$ cat src/rtl/sr_pkg.sv
`timescale 1ns/1ps
// sr_pkg: shared types and constants for the SR flip-flop target driver.
//  state_t   : driver FSM states
//  cmd_t     : latched command kind (set, reset, hold)
//  SR_*      : {s, r} drive patterns; no pattern ever has both bits set
//  cmd_drive : maps a command to its {s, r} drive pattern
package sr_pkg;

    typedef enum logic [1:0] {
        IDLE  = 2'd0,
        DRIVE = 2'd1,
        WAIT  = 2'd2
    } state_t;

    typedef enum logic [1:0] {
        CMD_SET  = 2'd0,
        CMD_RST  = 2'd1,
        CMD_HOLD = 2'd2
    } cmd_t;

    localparam logic [1:0] SR_OFF = 2'b00;
    localparam logic [1:0] SR_SET = 2'b10;
    localparam logic [1:0] SR_RST = 2'b01;

    function automatic logic [1:0] cmd_drive(input cmd_t cmd);
        case (cmd)
            CMD_SET: return SR_SET;
            CMD_RST: return SR_RST;
            default: return SR_OFF;
        endcase
    endfunction

endpackage

$ cat src/rtl/sr_timeout_counter.sv
`timescale 1ns/1ps
// sr_timeout_counter: loadable down counter with terminal-count flag.
//  clk   in  rising-edge clock
//  reset in  asynchronous active-high reset
//  load  in  reload with N-1 (has priority over en)
//  en    in  decrement by one, stopping at zero
//  tc    out high while the count is zero, i.e. during the N-th enabled cycle
//            after a load
module sr_timeout_counter #(
    parameter int N = 1
) (
    input  logic clk,
    input  logic reset,
    input  logic load,
    input  logic en,
    output logic tc
);

    localparam int W = (N > 1) ? $clog2(N) : 1;

    logic [W-1:0] cnt_reg;

    always_ff @(posedge clk or posedge reset) begin
        if (reset) begin
            cnt_reg <= '0;
        end else if (load) begin
            cnt_reg <= W'(N - 1);
        end else if (en && (cnt_reg != '0)) begin
            cnt_reg <= cnt_reg - W'(1);
        end
    end

    assign tc = (cnt_reg == '0);

endmodule

$ cat src/rtl/sr_target_driver.sv
`timescale 1ns/1ps
// sr_target_driver: drives an SR flip-flop to a requested level.
// A command (tgt_q / tgt_hold) is accepted over a valid/ready handshake in
// IDLE, turned into an s or r pulse of HOLD_CYCLES cycles (none for hold),
// then q_in is compared with the predicted level for up to TIMEOUT cycles.
// Ports:
//  clk, reset            clock, asynchronous active-high reset
//  tgt_valid/tgt_ready   command handshake (ready only in IDLE)
//  tgt_q, tgt_hold       requested level, hold (no drive) command
//  s, r                  registered flip-flop drives, never both high
//  q_in                  flip-flop output, synchronous to clk
//  q_exp                 predicted flip-flop level
//  busy                  command in progress
//  done, err             one-cycle completion / failure pulses
//  clear_err, err_cnt    synchronous clear, saturating error count
module sr_target_driver
    import sr_pkg::*;
#(
    parameter int HOLD_CYCLES = 1,
    parameter int TIMEOUT     = 4,
    parameter int ERR_W       = 8
) (
    input  logic             clk,
    input  logic             reset,
    input  logic             tgt_valid,
    output logic             tgt_ready,
    input  logic             tgt_q,
    input  logic             tgt_hold,
    output logic             s,
    output logic             r,
    input  logic             q_in,
    output logic             q_exp,
    output logic             busy,
    output logic             done,
    output logic             err,
    input  logic             clear_err,
    output logic [ERR_W-1:0] err_cnt
);

    state_t             state_reg, state_next;
    cmd_t               cmd_reg, cmd_next;
    logic               q_exp_reg, q_exp_next;
    logic [1:0]         sr_reg, sr_next;
    logic               done_reg, done_next;
    logic               err_reg, err_next;
    logic [ERR_W-1:0]   err_cnt_reg, err_cnt_next;

    logic hold_load, hold_en, hold_tc;
    logic to_load, to_en, to_tc;

    sr_timeout_counter #(.N(HOLD_CYCLES)) u_hold_cnt (
        .clk   (clk),
        .reset (reset),
        .load  (hold_load),
        .en    (hold_en),
        .tc    (hold_tc)
    );

    sr_timeout_counter #(.N(TIMEOUT)) u_timeout_cnt (
        .clk   (clk),
        .reset (reset),
        .load  (to_load),
        .en    (to_en),
        .tc    (to_tc)
    );

    // Ready is masked by reset so nothing can be accepted while held in reset.
    assign tgt_ready = (state_reg == IDLE) && !reset;

    always_comb begin
        state_next = state_reg;
        cmd_next   = cmd_reg;
        q_exp_next = q_exp_reg;
        sr_next    = SR_OFF;
        done_next  = 1'b0;
        err_next   = 1'b0;
        hold_load  = 1'b0;
        hold_en    = 1'b0;
        to_load    = 1'b0;
        to_en      = 1'b0;

        case (state_reg)
            IDLE: begin
                if (tgt_valid && tgt_ready) begin
                    cmd_next = tgt_hold ? CMD_HOLD : (tgt_q ? CMD_SET : CMD_RST);
                    if (!tgt_hold) begin
                        q_exp_next = tgt_q;
                    end
                    // Drive registers start with the state change so the
                    // pulse is exactly HOLD_CYCLES cycles wide.
                    sr_next    = cmd_drive(cmd_next);
                    hold_load  = 1'b1;
                    state_next = DRIVE;
                end
            end
            DRIVE: begin
                hold_en = 1'b1;
                if (hold_tc) begin
                    to_load    = 1'b1;
                    state_next = WAIT;
                end else begin
                    sr_next = cmd_drive(cmd_reg);
                end
            end
            WAIT: begin
                to_en = 1'b1;
                if (q_in == q_exp_reg) begin
                    done_next  = 1'b1;
                    state_next = IDLE;
                end else if (to_tc) begin
                    err_next   = 1'b1;
                    state_next = IDLE;
                end
            end
            default: begin
                state_next = IDLE;
            end
        endcase

        // Clear takes priority over a coincident increment.
        err_cnt_next = err_cnt_reg;
        if (clear_err) begin
            err_cnt_next = '0;
        end else if (err_next && (err_cnt_reg != {ERR_W{1'b1}})) begin
            err_cnt_next = err_cnt_reg + ERR_W'(1);
        end
    end

    always_ff @(posedge clk or posedge reset) begin
        if (reset) begin
            state_reg   <= IDLE;
            cmd_reg     <= CMD_HOLD;
            q_exp_reg   <= 1'b0;
            sr_reg      <= SR_OFF;
            done_reg    <= 1'b0;
            err_reg     <= 1'b0;
            err_cnt_reg <= '0;
        end else begin
            state_reg   <= state_next;
            cmd_reg     <= cmd_next;
            q_exp_reg   <= q_exp_next;
            sr_reg      <= sr_next;
            done_reg    <= done_next;
            err_reg     <= err_next;
            err_cnt_reg <= err_cnt_next;
        end
    end

    assign s       = sr_reg[1];
    assign r       = sr_reg[0];
    assign q_exp   = q_exp_reg;
    assign busy    = (state_reg != IDLE);
    assign done    = done_reg;
    assign err     = err_reg;
    assign err_cnt = err_cnt_reg;

endmodule

$ cat config.mk
export PLATFORM = sky130hd
export DESIGN_NAME = sr_target_driver
export DESIGN_NICKNAME = d
export VERILOG_FILES = /design/src/rtl/sr_pkg.sv /design/src/rtl/sr_timeout_counter.sv /design/src/rtl/sr_target_driver.sv
export SDC_FILE = /design/constraint.sdc
export NUM_CORES = 1
export LEC_CHECK = 0
export BUFFER_PORTS_ARGS = -buffer_cell sky130_fd_sc_hd__buf_2
export CAP_MARGIN = 5
export CELL_PAD_IN_SITES_DETAIL_PLACEMENT = 1
export CELL_PAD_IN_SITES_GLOBAL_PLACEMENT = 1
export CORE_MARGIN = 2
export CORE_UTILIZATION = 30
export DETAILED_ROUTE_END_ITERATION = 8
export PLACE_DENSITY_LB_ADDON = 0.1
export SLEW_MARGIN = 20
export SYNTH_ARGS = -nofsm -noshare
export SYNTH_HDL_FRONTEND = slang
export SYNTH_SLANG_ARGS = --single-unit
$ cat constraint.sdc
create_clock -name clk -period 2.1 [get_ports clk]
set_clock_uncertainty 0.2 [all_clocks]
set_input_delay 0.63 -clock clk [delete_from_list [all_inputs] [get_ports clk]]
set_output_delay 0.63 -clock clk [all_outputs]
set_load 0.05 [all_outputs]
After elaboration in Yosys (flattened, before gate mapping)
Index checks and enable logic that the tools add are counted.
Widths: inputs -> output; s select.
{ "totals": {"regBits": 20, "inputBits": 7, "out_inout_bits": 15} }
{ "classes": {"addsub": 3, "eq_ne": 9, "n_mux": 29, "n_bitwise": 1, "reduce_logical": 18} }
{ "ops": {"columns": ["cell", "n"], "rows": [
  ["$mux 2", 9],
  ["$mux 8", 2],
  ["$mux 1", 14],
  ["$pmux 2 s2", 3],
  ["$reduce_bool 2->1", 5],
  ["$add 8x1->8 const B", 1],
  ["$logic_not 2->1", 4],
  ["$ne 8x8->1 const B", 1],
  ["$eq 2x1->1 const B", 3],
  ["$pmux 2 s3", 1],
  ["$reduce_and 3->1", 2],
  ["$logic_and 1x1->1", 5],
  ["$ne 3x3->1 const B", 1],
  ["$eq 2x2->1 const B", 1],
  ["$ne 2x1->1 const B", 1],
  ["$ne 2x2->1 const B", 1],
  ["$reduce_and 2->1", 1],
  ["$sub 2x1->2 const B", 1],
  ["$eq 1x1->1", 1],
  ["$logic_not 1->1", 1],
  ["$not 1->1", 1],
  ["$sub 1x1->1 const B", 1]
]} }

Logic depth before layout (Yosys ltp)
Gate-level depths: netlist of run 1.
{ "depth": {"ltp_word": 7, "mapped_depth": 7, "ltp_nobuf": 6} }

Hierarchy
From an unflattened synthesis of run 1, not the netlist that was laid out.
{ "hier_totals": {"hier_cells": 96, "hier_area_um2": 1003.5} }
{ "by_module_without_submodules": {"columns": ["mod", "instances", "cells_each", "area_each_um2"], "rows": [
  ["sr_target_driver", 1, 79, 834.6],
  ["sr_timeout_counter at u_timeout_cnt", 1, 13, 123.9],
  ["sr_timeout_counter at u_hold_cnt", 1, 4, 45.0]
]} }

Least setup slack after synthesis of run 1
Ideal clock, no wire load.
{ "synth_timing": {"path_type": "flip-flop to output port", "start": "register state_reg[1]", "end": "output port tgt_ready", "arrival_ps": 1541, "required_ps": 1270, "slack_ps": -271, "stages_incl_launch_ff": 3, "path_buffers": 0, "cell_sequence": "dfrtp_1 or2_2 nor2_1"} }
{ "synth_between": {"elab_chain_cells": 2} }
{ "synth_lines": {"columns": ["item", "line_no", "source"], "rows": [
  ["start, declared", "sr_target_driver.sv:40", "state_t state_reg, state_next;"],
  ["start signal, assigned", "sr_target_driver.sv:139", "state_reg <= state_next;"],
  ["$logic_not 2->1", "sr_target_driver.sv:68", "assign tgt_ready = (state_reg == IDLE) && !reset;"],
  ["$logic_and 1x1->1", "sr_target_driver.sv:68", null],
  ["end, declared", "sr_target_driver.sv:26", "output logic tgt_ready,"]
]} }
Every way passes these cells.

Worst setup path in the final report of run 1
Ends and elaborated chain as after synthesis.

==> results.sh, run 1 <==
export IMPL_status="complete, no violations"
export IMPL_drtIter0Drc=43
export IMPL_track_usage_pct=14.5
export IMPL_p_leak_nw=0.622
export IMPL_period_share_pct=96.2
export IMPL_cp_num_buf_inv=1
export IMPL_setup_violations=0
export IMPL_antenna_found_initial=0
export IMPL_hold_path_class="in -> async"
export IMPL_vias_per_cell=4.77
export IMPL_cp_start_kind="register"
export IMPL_via_count=826
export IMPL_dpl_hpwl_um=1760
export IMPL_grt_pass1_wl_um=3930
export IMPL_synth_ff_type="dfrtp_1"
export IMPL_slowest_delay_ns=0.40
export IMPL_cts_buffer_depth=2
export IMPL_totalPowerFinal_mw=1.11
export IMPL_fin_tns_setup_ns=0
export IMPL_slew_violations=0
export IMPL_synth_edf_count=0
export IMPL_clk_pin_slew_ns=0.12
export IMPL_io_buffers=21
export IMPL_htree_levels=1
export IMPL_synth_seq_area_share_pct=52.3
export IMPL_yosysTopAreaCellShare_pct=49.6
export IMPL_routabilityCongestion=0.743
export IMPL_yosys_top_cells_area="dfrtp_1, o21ai_0, nand2_1"
export IMPL_routed_wl_um=2300
export IMPL_postCtsHoldBufs=0
export IMPL_diodes=0
export IMPL_crit_chain="or2_4 -> nor2_4 -> buf_6"
export IMPL_crit_path_max_fanout=2
export IMPL_start_util_pct=31.4
export IMPL_synth_cell_type_count=36
export IMPL_grt_max_degree=12
export IMPL_layout_nets=139
export IMPL_cts_buffers=3
export IMPL_ys_ff_latch=20
export IMPL_synth_area_um2=958
export IMPL_ant_nets=0
export IMPL_die_h_um=60.5
export IMPL_syn_nets=104
export IMPL_ys_warnings_count=0
export IMPL_fin_crit_ns=2.02
export IMPL_design_area_mm2=0.00125
export IMPL_max_freq_mhz=495
export IMPL_overflow=0
export IMPL_drtPass1Iterations=2
export IMPL_die_w_um=60.5
export IMPL_worstMarginPinSlew_ns=0.405
export IMPL_worstSkewPairLatency_ns=0.29
export IMPL_finalHoldViolCount=0
export IMPL_ir_drop_mv=0.402
export IMPL_hold_ws_ns=0.131
export IMPL_post_drt_wl_per_cell_um=13.3
export IMPL_rsz0062_at_grt="no"
export IMPL_drive_gt1_share_pct=33.3
export IMPL_syn_area_per_cell_um2=10.1
export IMPL_io_pins=22
export IMPL_tritoncts="yes"
export IMPL_fill_cells=385
export IMPL_dieArea_mm2=0.00366
export IMPL_async_flop_share_pct=100
export IMPL_cp_required_ns=1.27
export IMPL_fp_coreArea_mm2=0.00305
export IMPL_slowest_stage="dfrtp_1"
export IMPL_route_detailed_drc=0
export IMPL_relSlewSlack_pct=73.0
export IMPL_crit_family="flip-flops"
export IMPL_crit_arrival_ns=1.19
export IMPL_worstSetupPathType="reg -> out"
export IMPL_root_buffer="clkbuf_4"
export IMPL_grt_pass1_vias=864
export IMPL_end_kind="primary output"
export IMPL_syn_to_final_growth_pct=30.2
export IMPL_rows=20
export IMPL_power_density_mw_per_mm2=887
export IMPL_synth_top_area_cell="dfrtp_1"
export IMPL_largest_reg_flops=8
export IMPL_cap_violations=0
export IMPL_cts_sinks=20
export IMPL_syn_inst=95
export IMPL_dpl_cell_area_mm2=0.00117
==> path summary, 6_finish.rpt <==
check	end	slack, ns	depth (start not counted)	startpoint
max in group asynchronous	u_hold_cnt.cnt_reg	1.07	3	reset
max	tgt_ready	0.08	3	state_reg[1]
min	cmd_reg[0]	0.13	2	reset
min reg2reg	cmd_reg[0]	0.34	2	cmd_reg[0]
min in group clk	cmd_reg[0]	0.34	2	cmd_reg[0]
max reg2reg	err_cnt[5]	0.19	6	err_cnt[0]
==> routing by layer <==
metal	part of all wire, %	global-route usage (%)
met1	45	19.1
met2	50	24.2
met3	3.2	1.92
met4	1.7	5.90
met5	0	0
==> what timing repair did <==
item / CTS / global route
gates resized for setup: 3 / 0
pin swaps: 0 / 1
setup endpoints to repair: 2 / 2
buffers inserted: 2 / 2
==> worst reg2reg max path, stage by stage (launching register included) <==
cell      delay (ns)
dfrtp_1         0.44
ha_1            0.26
nand3_1         0.10
o211ai_1        0.14
buf_4           0.16
or4_1           0.39
a21oi_1         0.15
==> logic make-up after synthesis <==
family                   synth area share (%)
AO/OA/AOI/OAI                            13.8
XOR/XNOR                                 2.74
adder cells (fa/ha/maj)                  2.61
buffers and inverters                    3.39
flip-flops                               52.4
multiplexers                             2.22
AND/OR/NAND/NOR                          22.8
==> cells in the final DEF, fill, tap and decap left out, types with 3 or more instances in the layout <==
cell	count
clkbuf_4	3
buf_2	20
nand2_1	8
o21ai_0	7
buf_4	12
nor2_1	6
or3_1	3
dfrtp_1	19
a21oi_1	5
nand3_1	4
inv_1	5
==> where the power goes <==
| part | total, mW | internal, mW | switching (mW) |
|---|---|---|---|
| Combinational | 0.394 | 0.160 | 0.234 |
| Sequential | 0.485 | 0.445 | 0.0396 |
| Clock | 0.227 | 0.106 | 0.122 |
| Total | 1.11 | 0.711 | 0.395 |
==> synth_stat cells (3+ instances only) <==
cell / instances
dfrtp_1: 19
nand2_1: 8
nor2_1: 7
o21ai_0: 7
a21oi_1: 5
inv_1: 5
nand3_1: 4
or3_1: 3
==> metrics by stage <==
stage                     cells  setup WS (ns)  utilization, %
after detailed placement    165       -0.00389            38.4
after global placement      165         0.0360            38.4
after floorplan              95          0.102               -
after CTS                   171         0.0612            40.4
after global routing        173         0.0257            40.9
final                       173         0.0789            40.9
==> area by class of cell <==
type                       instances  area [um2]  share of cell area (%)
multi-input combinational         67         434                    34.8
clock buffer                       4        36.3                    2.91
timing repair buffer              33         201                    16.1
tap                               44        55.1                    4.41
inverter                           5        18.8                    1.50
sequential                        20         502                    40.2
No activity file was read; power rests on OpenSTA's default activity.
==> inputs of run 2 (changes only) <==
--- a/config.mk
+++ b/config.mk
@@ -10,9 +10,10 @@
 export CELL_PAD_IN_SITES_DETAIL_PLACEMENT = 1
 export CELL_PAD_IN_SITES_GLOBAL_PLACEMENT = 1
 export CORE_MARGIN = 2
-export CORE_UTILIZATION = 30
+export CORE_UTILIZATION = 34
 export DETAILED_ROUTE_END_ITERATION = 8
-export PLACE_DENSITY_LB_ADDON = 0.1
+export GPL_TIMING_DRIVEN = 0
+export PLACE_DENSITY = 0.74
 export SLEW_MARGIN = 20
 export SYNTH_ARGS = -nofsm -noshare
 export SYNTH_HDL_FRONTEND = slang
==> results.sh, run 2 (synthesis results as in run 1) <==
export IMPL_period_share_pct=97.9
export IMPL_r2r_start="u_timeout_cnt.cnt_reg[0]"
export IMPL_dieArea_mm2=0.00326
export IMPL_die_h_um=57.1
export IMPL_max_freq_mhz=486
export IMPL_vias_per_cell=5.36
export IMPL_antenna_found_initial=0
export IMPL_drtIter0Drc=5
export IMPL_ir_drop_mv=0.494
export IMPL_track_usage_pct=14.6
export IMPL_cts_buffers=3
export IMPL_fin_util_pct=43.8
export IMPL_rows=19
export IMPL_ant_nets=0
export IMPL_p_leak_nw=0.577
export IMPL_fp_coreArea_mm2=0.00271
export IMPL_io_buffers=20
export IMPL_power_density_mw_per_mm2=931
export IMPL_clk_pin_slew_ns=0.11
export IMPL_syn_to_final_growth_pct=23.8
export IMPL_via_count=815
export IMPL_rsz0062_at_grt="yes"
export IMPL_layout_nets=131
export IMPL_route_detailed_drc=0
export IMPL_dpl_hpwl_um=1520
export IMPL_setup_violations=0
export IMPL_drtPass1Iterations=4
export IMPL_post_drt_wl_per_cell_um=13.8
export IMPL_layout_common_cells="buf_2, dfrtp_1, nand2_1"
export IMPL_worstSkewPairLatency_ns=0.29
export IMPL_fin_crit_ns=2.06
export IMPL_routabilityCongestion=0.704
export IMPL_crit_path_max_fanout=2
export IMPL_grt_pass1_wl_um=3770
export IMPL_finalHoldViolCount=0
export IMPL_worstMarginPinSlew_ns=0.737
export IMPL_cts_sinks=20
export IMPL_start_util_pct=35.4
export IMPL_cp_start_kind="register"
export IMPL_largest_reg_flops=8
export IMPL_io_pins=22
export IMPL_end_kind="primary output"
export IMPL_tritoncts="yes"
export IMPL_die_w_um=57.1
export IMPL_relSlewSlack_pct=50.8
export IMPL_postCtsHoldBufs=0
export IMPL_hold_path_class="in -> async"
export IMPL_htree_levels=1
export IMPL_r2r_slack_ns=0.17
export IMPL_cap_violations=0
export IMPL_grt_max_degree=21
export IMPL_cp_required_ns=1.27
export IMPL_crit_arrival_ns=1.23
export IMPL_slew_violations=0
export IMPL_fin_tns_setup_ns=0
export IMPL_status="complete, no violations"
export IMPL_worstSetupPathType="reg -> out"
export IMPL_cts_buffer_depth=2
export IMPL_overflow=0
export IMPL_diodes=0
export IMPL_drive_gt1_share_pct=30.6
export IMPL_final_common_cell="buf_2"
export IMPL_root_buffer="clkbuf_4"
export IMPL_routed_wl_um=2090
export IMPL_r2r_cells=7
export IMPL_worstReg2RegEnd="err_cnt[4]"
export IMPL_grt_pass1_vias=861
## run 2: cell count changes in the layout (fill, tap and decap cells not counted), sizes merged
cell,change
buf,-9
clkbuf,+1
## run 2: worst max-delay path, stage by stage, from the launching register on
cell     delay (ns)
dfrtp_2        0.42
or2_4          0.26
nor2_4         0.10
buf_8          0.15
## run 2: layer usage
metal / wire length, um / share of wire [%] / GRT usage (%)
met2: 1080 / 51 / 25.6
met3: 77 / 3.7 / 3.17
met4: 13 / 0.62 / 3.99
met5: 0 / 0 / 0
met1: 927 / 44 / 18.1
## run 2: worst max path at each step
stage	from	endpoint	slack, ns	depth (start not counted)
2_1_floorplan	err_cnt[0]	err_cnt[4]	0.10	6
5_1_grt	state_reg[1]	tgt_ready	-0.008	3
3_3_place_gp	reset	sr_reg[0]	0.04	5
6_report	state_reg[1]	tgt_ready	0.04	3
4_1_cts	state_reg[1]	tgt_ready	0.04	3
3_5_place_dp	reset	cmd_reg[0]	0.02	5
## run 2: repair_timing
item | 4_1_cts | 5_1_grt
setup buffers | 2 | 0
resized for setup | 6 | 3
setup endpoints to repair | 2 | 4
endpoints found under the hold margin | 0 | 0
## run 2: cell type report
type                    count  area, um2
plain buffers               3       16.3
clock buffers               4       36.3
fillers                   339       1520
inverters                   5       18.8
multi-input cells          67        447
flip-flops and latches     20        504
well taps                  31       38.8
repair buffers             22        125
## run 2: where the power goes
group	leakage (nW)	switching, mW	total (mW)	internal (mW)
Sequential	0.262	0.0404	0.487	0.447
Clock	0.0210	0.117	0.223	0.106
Combinational	0.294	0.244	0.394	0.150
Total	0.577	0.402	1.10	0.702
## run 2: metrics by stage
stage / cells / setup WS, ns / power (mW) / instance area, um2 / hold WS, ns
after floorplan: 95 / 0.102 / 0.744 / 966 / 0.258
after global placement: 146 / 0.0413 / 0.809 / 1100 / 0.296
after detailed placement: 146 / 0.0241 / 0.824 / 1100 / 0.294
after CTS: 152 / 0.0373 / 1.08 / 1170 / 0.311
after global routing: 152 / -0.00799 / 1.17 / 1190 / 0.347
final: 152 / 0.0433 / 1.10 / 1190 / 0.282
